--- config.mk ---
export PLATFORM = sky130hd
export DESIGN_NAME = seq_restoring_divider
export DESIGN_NICKNAME = d
export VERILOG_FILES = /design/src/rtl/seq_restoring_divider_pkg.sv /design/src/rtl/seq_restoring_divider_div_step.sv /design/src/rtl/seq_restoring_divider.sv
export SDC_FILE = /design/constraint.sdc
export NUM_CORES = 1
export LEC_CHECK = 0
export ABC_AREA = 0
export BUFFER_PORTS_ARGS = -buffer_cell sky130_fd_sc_hd__buf_2
export CORE_MARGIN = 3
export CORE_UTILIZATION = 60
export DETAILED_ROUTE_END_ITERATION = 10
export HOLD_SLACK_MARGIN = 0.08
export MAX_ROUTING_LAYER = met4
export PLACE_DENSITY = 0.84
export SLEW_MARGIN = 15
export SYNTH_ARGS = -nofsm -noshare
export SYNTH_HDL_FRONTEND = slang
export SYNTH_SLANG_ARGS = --single-unit
export TNS_END_PERCENT = 10
--- constraint.sdc ---
create_clock -name clk -period 8.75 [get_ports clk]
set_clock_uncertainty 0.1 [all_clocks]
set_input_delay 0.4375 -clock clk [delete_from_list [all_inputs] [get_ports clk]]
set_output_delay 0.4375 -clock clk [all_outputs]
set_load 0.02 [all_outputs]
--- src/rtl/seq_restoring_divider_pkg.sv ---
// Shared constants for the sequential restoring divider.
//   state_t          : FSM encoding (IDLE / RUN / DONE)
//   DBZ_QUOTIENT_BIT : fill bit replicated across the quotient on divide-by-zero
package seq_restoring_divider_pkg;

  typedef enum logic [1:0] {
    ST_IDLE = 2'b00,
    ST_RUN  = 2'b01,
    ST_DONE = 2'b10
  } state_t;

  // Divide-by-zero reports an all-ones quotient of whatever width N is.
  localparam logic DBZ_QUOTIENT_BIT = 1'b1;

endpackage

--- src/rtl/seq_restoring_divider_div_step.sv ---
// One restoring-division step, purely combinational.
//   r_shift : W-bit shifted partial remainder {R, next dividend bit}
//   divisor : W-bit zero-extended divisor
//   r_next  : W-1 bit next remainder (difference if no borrow, else r_shift)
//   q_bit   : quotient bit = carry-out of r_shift - divisor (1 means r_shift >= divisor)
// The subtraction is a gate-level ripple chain: r_shift + ~divisor + 1.
module seq_restoring_divider_div_step #(
  parameter int W = 9
) (
  input  logic [W-1:0] r_shift,
  input  logic [W-1:0] divisor,
  output logic [W-2:0] r_next,
  output logic         q_bit
);

  logic [W:0] carry;

  assign carry[0] = 1'b1;

  for (genvar i = 0; i < W; i++) begin : g_bit
    logic b_n;
    assign b_n          = ~divisor[i];
    assign carry[i + 1] = (r_shift[i] & b_n) | (carry[i] & (r_shift[i] ^ b_n));
    // The next remainder is always below the divisor, so it fits in W-1 bits;
    // the top difference bit is never needed, only the carry it produces.
    if (i < W - 1) begin : g_sum
      logic diff;
      assign diff      = r_shift[i] ^ b_n ^ carry[i];
      assign r_next[i] = carry[W] ? diff : r_shift[i];
    end
  end

  assign q_bit = carry[W];

endmodule

--- src/rtl/seq_restoring_divider.sv ---
// Unsigned N-bit sequential restoring divider, one trial subtraction per clock.
//   clk, rst_n  : clock (rising edge), asynchronous active-low reset
//   start       : request; accepted in IDLE or DONE, ignored in RUN
//   dividend    : numerator, sampled on the accepting edge
//   divisor     : denominator, sampled on the accepting edge
//   busy        : high while iterating (N cycles)
//   done        : one-cycle pulse when new results are presented
//   quotient    : registered quotient (all ones on divide-by-zero)
//   remainder   : registered remainder (dividend on divide-by-zero)
//   div_by_zero : registered divide-by-zero flag
module seq_restoring_divider
  import seq_restoring_divider_pkg::*;
#(
  parameter int N = 8
) (
  input  logic         clk,
  input  logic         rst_n,
  input  logic         start,
  input  logic [N-1:0] dividend,
  input  logic [N-1:0] divisor,
  output logic         busy,
  output logic         done,
  output logic [N-1:0] quotient,
  output logic [N-1:0] remainder,
  output logic         div_by_zero
);

  localparam int CNT_W = $clog2(N + 1);

  state_t             state_q, state_d;
  logic [CNT_W-1:0]   count_q, count_d;
  logic [N-1:0]       d_q, d_d;
  logic [N-1:0]       q_q, q_d;
  // Working remainder is kept at N bits: after every step R < D <= 2^N-1,
  // and the extra bit only exists in the shifted value fed to the step.
  logic [N-1:0]       r_q, r_d;
  logic [N-1:0]       quotient_q, quotient_d;
  logic [N-1:0]       remainder_q, remainder_d;
  logic               dbz_q, dbz_d;

  logic [N:0]         r_shift;
  logic [N-1:0]       step_r;
  logic               step_q_bit;

  assign r_shift = {r_q, q_q[N-1]};

  seq_restoring_divider_div_step #(
    .W (N + 1)
  ) u_div_step (
    .r_shift (r_shift),
    .divisor ({1'b0, d_q}),
    .r_next  (step_r),
    .q_bit   (step_q_bit)
  );

  always_comb begin
    state_d     = state_q;
    count_d     = count_q;
    d_d         = d_q;
    q_d         = q_q;
    r_d         = r_q;
    quotient_d  = quotient_q;
    remainder_d = remainder_q;
    dbz_d       = dbz_q;

    case (state_q)
      ST_RUN: begin
        q_d     = {q_q[N-2:0], step_q_bit};
        r_d     = step_r;
        count_d = count_q - CNT_W'(1);
        if (count_q == CNT_W'(1)) begin
          state_d     = ST_DONE;
          quotient_d  = {q_q[N-2:0], step_q_bit};
          remainder_d = step_r;
          dbz_d       = 1'b0;
        end
      end
      default: begin
        // IDLE and DONE both accept a new request; DONE always falls back to IDLE.
        state_d = ST_IDLE;
        if (start) begin
          if (divisor == '0) begin
            state_d     = ST_DONE;
            quotient_d  = {N{DBZ_QUOTIENT_BIT}};
            remainder_d = dividend;
            dbz_d       = 1'b1;
          end else begin
            state_d = ST_RUN;
            d_d     = divisor;
            q_d     = dividend;
            r_d     = '0;
            count_d = CNT_W'(N);
          end
        end
      end
    endcase
  end

  always_ff @(posedge clk or negedge rst_n) begin
    if (!rst_n) begin
      state_q     <= ST_IDLE;
      count_q     <= '0;
      d_q         <= '0;
      q_q         <= '0;
      r_q         <= '0;
      quotient_q  <= '0;
      remainder_q <= '0;
      dbz_q       <= 1'b0;
    end else begin
      state_q     <= state_d;
      count_q     <= count_d;
      d_q         <= d_d;
      q_q         <= q_d;
      r_q         <= r_d;
      quotient_q  <= quotient_d;
      remainder_q <= remainder_d;
      dbz_q       <= dbz_d;
    end
  end

  assign busy        = (state_q == ST_RUN);
  assign done        = (state_q == ST_DONE);
  assign quotient    = quotient_q;
  assign remainder   = remainder_q;
  assign div_by_zero = dbz_q;

endmodule

==> metrics <==
Resized Gates After CTS=0; Crit-path slowest cell=nand2b_1; IO Port Bufs=37; Post-DP HPWL=3440 µm; hold buffer count at cts=0; fill count=257; Worst EP required=8.84 ns; setup repair after global routing missed its margin=no; Yosys top cell area share=0.517; clock latency on the worst-skew pair=0.30 ns; Max-slew headroom=0.332; maximum fanout along the worst path=18; Final Hold Vio Count=0; Post-Route WL=4910 µm; DP Area=2460 µm²; Worst-Margin Slew=1.00 ns; I/O pins=38; Pre-antenna DRT Iters=4; Max Clk Rate=219 MHz; FF-to-FF path depth=12; final number of setup-violating endpoints=0; Pleak=1.25 nW; CP most frequent cell=fa_1; antenna-violating nets left=0; post-synthesis sequential area ratio=0.517; reg2reg setup slack=4.19 ns; core area=3490 µm²; syn nets=233; vias per cell=6.01; worst r2r src=q_q[7]$_DFFE_PN0P_; CP Cell Sequence=inv_1 -> ha_1 -> fa_1 -> fa_1 -> fa_1 -> fa_1 -> fa_1 -> fa_1 -> fa_1 -> nand2b_1 -> a21oi_1 -> o221a_2; CTS root buf=clkbuf_8; Fin Setup TNS=0 ns; CTS clk-pin slew, worst paths=0.08 ns; fraction of registers with async set/reset=1.00; Setup crit start=q_q[7]$_DFFE_PN0P_; Mapped Area=2280 µm²; ant diodes=0; number of remaining DRC errors=0; wire length per cell=17.3 µm; reg-to-reg critical path endpoint=remainder[1]$_DFFE_PN0P_; Synth cell types=30; Initial Util=0.651; largest area contributor in the netlist=dfrtp_1; Vias=1707; clk buf depth=2; Max Transition Viols Final=0; die area=4570 µm²; max_cap viols=0; GP Congestion=0.853; Most used DFF post-synth=dfrtp_1; ranking of synthesized cells by area=dfrtp_1 (52%), a22o_1 (6.5%), fa_1 (6.2%); Post-synth top cells=dfrtp_1 (47), nand2_1 (21), nor2_1 (19); Power Dens Cells=419 nW/µm²; design area=2560 µm²; die width=67.6 µm; 1st-iter DRT viols=145; Non-Filler Instances=284; P&R area growth vs syn=12.7%; placed instance count=276; CTS tree=done; status=completed; largest net degree at the start of global routing=48; share of cells above drive strength 1=0.244; crit start category=flop; post-layout minimum cycle time=4.56 ns; first-pass GRT wire length=7940 µm; crit end category=flop; number of synthesized flops with an enable pin=0; final worst path period share=0.521; Critical Path End=remainder[1]$_DFFE_PN0P_; crit path DAT=4.65 ns; top-count cell post-synth=dfrtp_1; delay of the slowest cell on the worst path=0.46 ns; cells after synthesis=204; clk sinks=47; Setup CP Type=reg2reg; Yosys reg bits=47; initial antenna violation count=0; GRT Overall Usage=0.244; Die H=67.6 µm; IR drop worst, VDD=0.000235 V; Clock H-tree levels=2; global route overflow=0; TritonCTS buffer count=5; Hold Path Class=in2async; vias in the first global route=1596; fin nets=266; Cell Rows=21; number of post-CTS setup repair buffers=0; Syn. warnings=0; Mean Syn Cell Area=11.2 µm²
cells in the final DEF (no fill, tap or decap), drive strengths merged:
master,instances
a221o,1
nor3,3
inv,11
ha,3
and2,1
o21ai,8
a21oi,17
nand2b,5
nand2,21
dfrtp,47
or3,6
nor4,2
and4,1
a21boi,1
buf,38
nand4,1
o2bb2ai,1
and3,1
clkbuf,8
mux2i,9
nor2,19
a22o,17
and2b,1
xnor2,1
mux2,1
fa,7
o221a,7
flip-flops by register name, summed over array words and instances (netlist names):
name / flops
count_q: 4
r_q: 8
q_q: 8
d_q: 8
state_q: 2
remainder: 8
div_by_zero: 1
quotient: 8
power by group:
part	switching (W)	internal, W
Clock	0.0000689	0.0000721
Sequential	0.0000768	0.000326
Combinational	0.000300	0.000231
Total	0.000446	0.000629
worst max-delay path: cells and delay by family, from the launching register on:
family | cells | cell delay (ns)
compound gates | 2 | 0.54
fa+ha+maj | 8 | 2.93
buf+inv | 1 | 0.05
flops | 1 | 0.37
simple gates | 1 | 0.46
how the worst min path moves through the flow:
stage / startpoint / endpoint / slack, ns / cells past startpoint
4_1_cts: rst_n / div_by_zero$_DFFE_PN0P_ / 0.24 / 1
2_1_floorplan: rst_n / count_q[0]$_DFFE_PN0P_ / 0.04 / 0
3_3_place_gp: div_by_zero$_DFFE_PN0P_ / div_by_zero$_DFFE_PN0P_ / 0.36 / 2
3_5_place_dp: div_by_zero$_DFFE_PN0P_ / div_by_zero$_DFFE_PN0P_ / 0.37 / 2
5_1_grt: rst_n / d_q[3]$_DFFE_PN0P_ / 0.29 / 1
6_report: rst_n / d_q[3]$_DFFE_PN0P_ / 0.20 / 1
metrics by stage:
stage / utilization / hold slack [ns] / setup slack [ns] / power, W
floorplan: - / 0.0419 / 4.43 / 0.000782
global placement: 0.705 / 0.356 / 4.35 / 0.000904
detailed placement: 0.705 / 0.365 / 4.29 / 0.000930
CTS: 0.734 / 0.244 / 4.21 / 0.00107
global route: 0.734 / 0.288 / 3.99 / 0.00115
finish: 0.734 / 0.198 / 4.19 / 0.00107
cell families after synthesis:
logic type               synth area share
multiplexers                       0.0445
AND/OR/NAND/NOR                     0.143
AO/OA/AOI/OAI                       0.167
flip-flops                          0.517
buffers and inverters              0.0473
adder cells (fa/ha/maj)            0.0781
XOR/XNOR                          0.00385
final cells by class:
| cell class | count | area [µm²] | share of cell area |
|---|---|---|---|
| flip-flops and latches | 47 | 1180 | 0.459 |
| multi-input cells | 134 | 997 | 0.389 |
| repair buffers | 38 | 193 | 0.0751 |
| clock buffers | 8 | 100 | 0.0390 |
| well taps | 46 | 57.6 | 0.0224 |
| inverters | 11 | 41.3 | 0.0161 |
routing by layer:
layer	vias to the layer above	routed length [µm]	GRT usage
li1	782	-	-
met1	842	2110	0.332
met2	70	2390	0.372
met3	13	324	0.0449
met4	0	82	0.0785
met5	-	0	-
(Power assumes the default switching activity.)
